## src/rtl/seq_comparator_pkg.sv

```systemverilog
// Shared definitions for the digit-serial comparator: FSM encoding and default sizing.
package seq_comparator_pkg;

  typedef enum logic [1:0] {
    IDLE = 2'd0,
    RUN  = 2'd1,
    DONE = 2'd2
  } state_e;

  localparam int DEF_WIDTH = 8;
  localparam int DEF_DIGIT = 2;

endpackage

```

## src/rtl/comparator_digit.sv

```systemverilog
// Combinational unsigned compare of one DIGIT-bit slice.
module comparator_digit #(
  parameter int DIGIT = 2
) (
  input  logic [DIGIT-1:0] x,
  input  logic [DIGIT-1:0] y,
  output logic             gt,
  output logic             eq,
  output logic             lt
);

  assign gt = (x > y);
  assign eq = (x == y);
  assign lt = (x < y);

endmodule

```

## src/rtl/seq_comparator.sv

```systemverilog
// Digit-serial magnitude comparator: scans operands MSB-first, DIGIT bits per cycle,
// and stops at the first differing digit.
module seq_comparator
  import seq_comparator_pkg::*;
#(
  parameter int WIDTH = DEF_WIDTH,
  parameter int DIGIT = DEF_DIGIT
) (
  input  logic             clk,
  input  logic             rst_n,
  input  logic             start,
  input  logic             signed_mode,
  input  logic             clear,
  input  logic [WIDTH-1:0] a,
  input  logic [WIDTH-1:0] b,
  output logic             busy,
  output logic             done,
  output logic             gt,
  output logic             eq,
  output logic             lt
);

  localparam int NDIG = WIDTH / DIGIT;
  localparam int CW   = $clog2(NDIG + 1);

  if (WIDTH < 2 || DIGIT < 1 || (WIDTH % DIGIT) != 0) begin : g_param_check
    $error("seq_comparator: WIDTH must be >= 2 and a multiple of DIGIT");
  end

  state_e           state_q, state_d;
  logic [WIDTH-1:0] a_q, a_d, b_q, b_d;
  logic [CW-1:0]    cnt_q, cnt_d;
  logic             gt_q, gt_d, eq_q, eq_d, lt_q, lt_d;
  logic             busy_q, busy_d, done_q, done_d;
  logic             dig_gt, dig_eq, dig_lt;
  logic [WIDTH-1:0] msb_flip;

  comparator_digit #(.DIGIT(DIGIT)) u_digit (
    .x  (a_q[WIDTH-1 -: DIGIT]),
    .y  (b_q[WIDTH-1 -: DIGIT]),
    .gt (dig_gt),
    .eq (dig_eq),
    .lt (dig_lt)
  );

  // Offset-binary: flipping both sign bits turns a signed compare into an unsigned one.
  assign msb_flip = {signed_mode, {(WIDTH-1){1'b0}}};

  // NOTE: every signal written here gets a default first so no latch is inferred.
  always_comb begin
    state_d = state_q;
    a_d     = a_q;
    b_d     = b_q;
    cnt_d   = cnt_q;
    gt_d    = gt_q;
    eq_d    = eq_q;
    lt_d    = lt_q;

    case (state_q)
      IDLE, DONE: begin
        state_d = IDLE;
        if (start) begin
          a_d     = a ^ msb_flip;
          b_d     = b ^ msb_flip;
          cnt_d   = CW'(NDIG);
          gt_d    = 1'b0;
          eq_d    = 1'b0;
          lt_d    = 1'b0;
          state_d = RUN;
        end
      end
      RUN: begin
        a_d   = a_q << DIGIT;
        b_d   = b_q << DIGIT;
        cnt_d = cnt_q - CW'(1);
        if (!dig_eq) begin
          gt_d    = dig_gt;
          lt_d    = dig_lt;
          state_d = DONE;
        end else if (cnt_q == CW'(1)) begin
          eq_d    = 1'b1;
          state_d = DONE;
        end
      end
      default: state_d = IDLE;
    endcase

    if (clear) begin
      state_d = IDLE;
      gt_d    = 1'b0;
      eq_d    = 1'b0;
      lt_d    = 1'b0;
    end

    busy_d = (state_d == RUN);
    done_d = (state_d == DONE);
  end

  // NOTE: state uses non-blocking assignments so every flop samples pre-edge values.
  always_ff @(posedge clk or negedge rst_n) begin
    if (!rst_n) begin
      state_q <= IDLE;
      a_q     <= '0;
      b_q     <= '0;
      cnt_q   <= '0;
      gt_q    <= 1'b0;
      eq_q    <= 1'b0;
      lt_q    <= 1'b0;
      busy_q  <= 1'b0;
      done_q  <= 1'b0;
    end else begin
      state_q <= state_d;
      a_q     <= a_d;
      b_q     <= b_d;
      cnt_q   <= cnt_d;
      gt_q    <= gt_d;
      eq_q    <= eq_d;
      lt_q    <= lt_d;
      busy_q  <= busy_d;
      done_q  <= done_d;
    end
  end

  assign busy = busy_q;
  assign done = done_q;
  assign gt   = gt_q;
  assign eq   = eq_q;
  assign lt   = lt_q;

endmodule

```

## config.mk

```make
export PLATFORM = sky130hd
export DESIGN_NAME = seq_comparator
export DESIGN_NICKNAME = d
export VERILOG_FILES = /design/src/rtl/seq_comparator_pkg.sv /design/src/rtl/comparator_digit.sv /design/src/rtl/seq_comparator.sv
export SDC_FILE = /design/constraint.sdc
export NUM_CORES = 1
export LEC_CHECK = 0
export CAP_MARGIN = 5
export CELL_PAD_IN_SITES_DETAIL_PLACEMENT = 1
export CELL_PAD_IN_SITES_GLOBAL_PLACEMENT = 1
export CORE_ASPECT_RATIO = 1.2
export CORE_MARGIN = 5
export CORE_UTILIZATION = 41
export DETAILED_ROUTE_END_ITERATION = 7
export GPL_TIMING_DRIVEN = 0
export PLACE_DENSITY_LB_ADDON = 0.3
export SLEW_MARGIN = 10
export SYNTH_ARGS = -nofsm -noshare
export SYNTH_HDL_FRONTEND = slang
export SYNTH_SLANG_ARGS = --single-unit
```

## constraint.sdc

```tcl
create_clock -name clk -period 2.32 [get_ports clk]
set_input_delay 0.464 -clock clk [delete_from_list [all_inputs] [get_ports clk]]
set_output_delay 0.464 -clock clk [all_outputs]
set_load 0.01 [all_outputs]
```

# Word level (Yosys, flattened, before mapping)
# Index checks and enable logic that the tools add are counted.
[totals] out_inout_bits=5 register_bits=26 in_bits=21 wordCells=54
[classes] n_eq_ne=11 add_sub_neg=1 n_mux=22 n_bitwise=2 order_cmp=2 n_reduce_logical=7
[op_table] cell="$pmux W8 S2" n=2
[op_table] cell="$mux W8" n=2
[op_table] cell="$xor A8 B8 Y8" n=2
[op_table] cell="$ne A3 B3 Y1 const B" n=4
[op_table] cell="$mux W1" n=9
[op_table] cell="$mux W2" n=3
[op_table] cell="$pmux W1 S2" n=3
[op_table] cell="$pmux W3 S2" n=1
[op_table] cell="$eq A2 B1 Y1 const B" n=2
[op_table] cell="$eq A2 B2 Y1 const B" n=2
[op_table] cell="$pmux W2 S2" n=1
[op_table] cell="$reduce_and A4 Y1" n=1
[op_table] cell="$eq A3 B1 Y1 const B" n=1
[op_table] cell="$mux W3" n=1
[op_table] cell="$reduce_and A3 Y1" n=1
[op_table] cell="$reduce_bool A3 Y1" n=1
[op_table] cell="$sub A3 B1 Y3 const B" n=1
[op_table] cell="$eq A2 B2 Y1" n=1
[op_table] cell="$gt A2 B2 Y1" n=1
[op_table] cell="$logic_not A2 Y1" n=1
[op_table] cell="$lt A2 B2 Y1" n=1
[op_table] cell="$ne A2 B2 Y1 const B" n=1
[op_table] cell="$reduce_and A2 Y1" n=1
[op_table] cell="$reduce_bool A2 Y1" n=1
[op_table] cell="$reduce_or A2 Y1" n=1

# Longest topological paths before layout
[depth] depth_word=6 mapped_depth=5

# Modules after synthesis
# A second synthesis with hierarchy kept.
[unflattened] cells_unflattened=114 area_unflattened_um2=1216.2
[by_module_without_submodules] module="seq_comparator" instances=1 area_per_inst_um2=1153.6 cells_per_inst=105
[by_module_without_submodules] module="comparator_digit" instances=1 area_per_inst_um2=62.6 cells_per_inst=9

# Least setup slack after synthesis
# OpenSTA, ideal clock, no wires.
[synth_path] path_kind="register to register" from="register a_q[7]" to="register lt_q (netlist: lt)" path_stages_with_launch=5 path_buffers=0 arrival_ps=1180 period_less_slack_ps=1258 slack_ps=1062 setup_ps=78 path_cell_list="dfrtp_1 -> ha_1 -> and2_1 -> nor4_1 -> o2bb2ai_1"
[synth_via] elab_chain_len=4 word_cells_on_any_way=7 classes_between="1 x order compare; 2 x eq/ne; 3 x mux; 1 x reduce/logical"
[synth_rtl] item="start, declared" line_no="seq_comparator.sv:31" source="logic [WIDTH-1:0] a_q, a_d, b_q, b_d;"
[synth_rtl] item="start signal, assigned" line_no="seq_comparator.sv:103" source="a_q <= '0;"
[synth_rtl] item="start signal, assigned" line_no="seq_comparator.sv:113" source="a_q <= a_d;"
[synth_rtl] item="$lt A2 B2 Y1" line_no="comparator_digit.sv:14" source="assign lt = (x < y);"
[synth_rtl] item="$mux W1" line_no="seq_comparator.sv:76" source="if (!dig_eq) begin"
[synth_rtl] item="$pmux W1 S2" line_no="seq_comparator.sv:59" source="case (state_q)"
[synth_rtl] item="$mux W1" line_no="seq_comparator.sv:88" source="if (clear) begin"
[synth_rtl] item="end signal, assigned" line_no="seq_comparator.sv:118" source="lt_q <= lt_d;"
[synth_rtl] item="end, declared" line_no="seq_comparator.sv:33" source="logic gt_q, gt_d, eq_q, eq_d, lt_q, lt_d;"
# Several ways; a longest one is shown, not always the timed one. The select of a mux whose other input is x is not followed.
# A chain may end at the register's enable or synchronous reset.

# Final worst setup path
[layout_path] from="register gt_q (netlist: gt)" to="output gt"
[layout_lines] item="start, declared" line_no="seq_comparator.sv:33"
[layout_lines] item="start signal, assigned" line_no="seq_comparator.sv:116" source="gt_q <= gt_d;"
[layout_lines] item="end, declared" line_no="seq_comparator.sv:18" source="output logic gt,"
# No word-level cell between the ends.

==> metrics <==
outcome complete, no violations; CTS max path bufs 2; most frequent cells in the layout dfrtp_1, clkdlybuf4s50_1, nand2_1, nand3_1, a22oi_1; max-cap violations 0; total CTS buffers 3; GRT busiest layer met2; M1 GR Usage 0.183; post-route ant nets 0; pwr/cell area between 700 and 800 mW/mm2; fmax ~600 MHz; Pins Over Slew Limit 0; Post-synth EDFFs 0; Most used DFF post-synth dfrtp_1; met3 Use GR 0.0298; CTS tree built; CP Class reg -> out; detailed-route wire length per cell approximately 17 um; # nets final about 170; CP delay by family, top buffers and inverters; die area between 0.004 and 0.005 mm2; RSZ-0062 raised after global routing false; GRT Util Overall 0.155; final setup margin about 0.62 ns; minimum clock period 1.70 ns; total grt overflow 0; vias in the first global route roughly 1,100; Port-buffer cells 25; area fraction of the dominant cell type after synthesis 0.541; Synth Cell Area between 0.001 and 0.0015 mm2; die width 59.4 um; commonest non-fill, non-tap cell in the layout dfrtp_1; Slowest-stage cell, CP clkdlybuf4s50_1; initial antenna violation count 0; post-cts gate resize count 0; I/O pin count 26; DRC 0; Synth Instances 111; layout cells sized above 1 0.114; pin slew with the least headroom to its limit 0.599 ns; Clock Latency Late Sink around 0.33 ns; largest area contributor in the netlist dfrtp_1; hold buffer count at CTS 0; worst r2r src a_q[7]; Crit Path Max Fanout 2; CP peak stage delay roughly 0.53 ns; DRT iter0 DRCs 22; first-pass GRT wire length ~4900 um; sequential share of the synthesized area 0.541; post-CTS setup buffer count 0; Ys Warns 0; Buf/Inv on CP 1; met2 GRT Util 0.267; largest net degree at the start of global routing 27; synthesis-to-finish area growth 27.0%; Final Util 0.543; slew margin rel. 0.601; final setup violation count 0; dpl hpwl about 2200 um; WP data required ~1.9 ns; top post-synthesis cells by area dfrtp_1, a22oi_1, nand3_1; Pre-Repair DR Iteration Count 4; pre-CTS setup slack between 0.3 and 0.4 ns; Critical Path Start Type register; Lkg Pwr 0.682 nW; total core area 0.00281 mm2; worst reg-to-reg path cell count 4; clk slew on worst S/H paths 0.15 ns; Yosys cell types 31; #FFs+latches synth 26; Post-Syn Nets 136; worst vdd ir around 0.44 mV; Mean Syn Cell Area about 11 um2; vias per inst 5.69; initial core utilization 0.428; row cnt 21; routed wire length between 2000 and 3000 um; FFs w/ async S/R, synth 1.00; clk root buf clkbuf_4; R2R setup slack 0.91 ns; Antenna diodes 0; RePlAce Congestion ~0.7; Clock Sinks 26; final hold violations 0; Worst Skew approximately 0.007 ns; Final period util 0.733; nature of the critical path endpoint output pin; RR Endpoint lt; worst hold path type in -> async; setup TNS 0 ns; Die Ht slightly below 70 um; CP Cell Sequence clkdlybuf4s50_1; worst path arrival time 1.24 ns; H-Tree Depth 1; routed vias 990
Yosys cell counts (2+ instances only):
master and instances:
a211oi_1 3, a21oi_1 2, a221o_1 3, a22o_1 4, a22oi_1 9, buf_2 5
dfrtp_1 26, ha_1 4, inv_1 5, nand2_1 13, nand2b_1 3, nand3_1 11
nor2_1 2, nor2b_1 2, o2bb2ai_1 2, xnor2_1 2
final cells by class:
cell class,instances,area (um2)
Fill cell,319,1280
Sequential cell,26,651
Multi-Input combinational cell,72,484
Timing Repair Buffer,25,245
Buffer,8,48.8
Tap cell,34,42.5
Clock buffer,4,36.3
Inverter,5,18.8
flip-flops by register name, summed over array words and instances (netlist names):
signal and cells:
lt 1, cnt_q 3, gt 1, b_q 8
a_q 8, eq 1, busy 1, done 1
state_q 2
routing by layer:
| layer | vias to the layer above | wire length [um] |
|---|---|---|
| met4 | 0 | 63 |
| met1 | 500 | 1160 |
| li1 | 452 | - |
| met2 | 31 | 1570 |
| met5 | - | 0 |
| met3 | 7 | 132 |
metrics by stage:
step	hold slack, ns	area, um2	total power, mW	cells
floorplan	0.168	1200	0.802	111
global placement	0.462	1500	0.912	170
detailed placement	0.484	1500	0.938	170
CTS	0.508	1530	1.17	174
global route	0.147	1530	1.24	174
finish	0.115	1530	1.16	174
kinds of logic after synthesis:
logic type / Yosys count / synth area share
xor gates and xnor gates: 2 / 0.0146
AOI/OAI and AO/OA: 28 / 0.180
muxes: 1 / 0.00832
DFF: 26 / 0.541
and+or+nand+nor: 37 / 0.158
buffers and inverters: 13 / 0.0562
adders and majority gates: 4 / 0.0416
worst max path at each step:
stage,start,to,slack (ns),cells after the start
2_1_floorplan,a_q[7],lt,1.06,4
3_3_place_gp,rst_n,b_q[0],0.42,1
3_5_place_dp,rst_n,b_q[0],0.39,1
4_1_cts,gt,gt,0.60,1
5_1_grt,gt,gt,0.55,1
6_report,gt,gt,0.62,1
report_power, final:
part | internal [mW] | leakage [nW] | switching [mW] | total (mW)
combinational | 0.158 | 0.334 | 0.176 | 0.334
sequential | 0.539 | 0.327 | 0.0497 | 0.588
clock | 0.0962 | 0.0210 | 0.141 | 0.237
No activity file was read; power rests on OpenSTA's default activity.
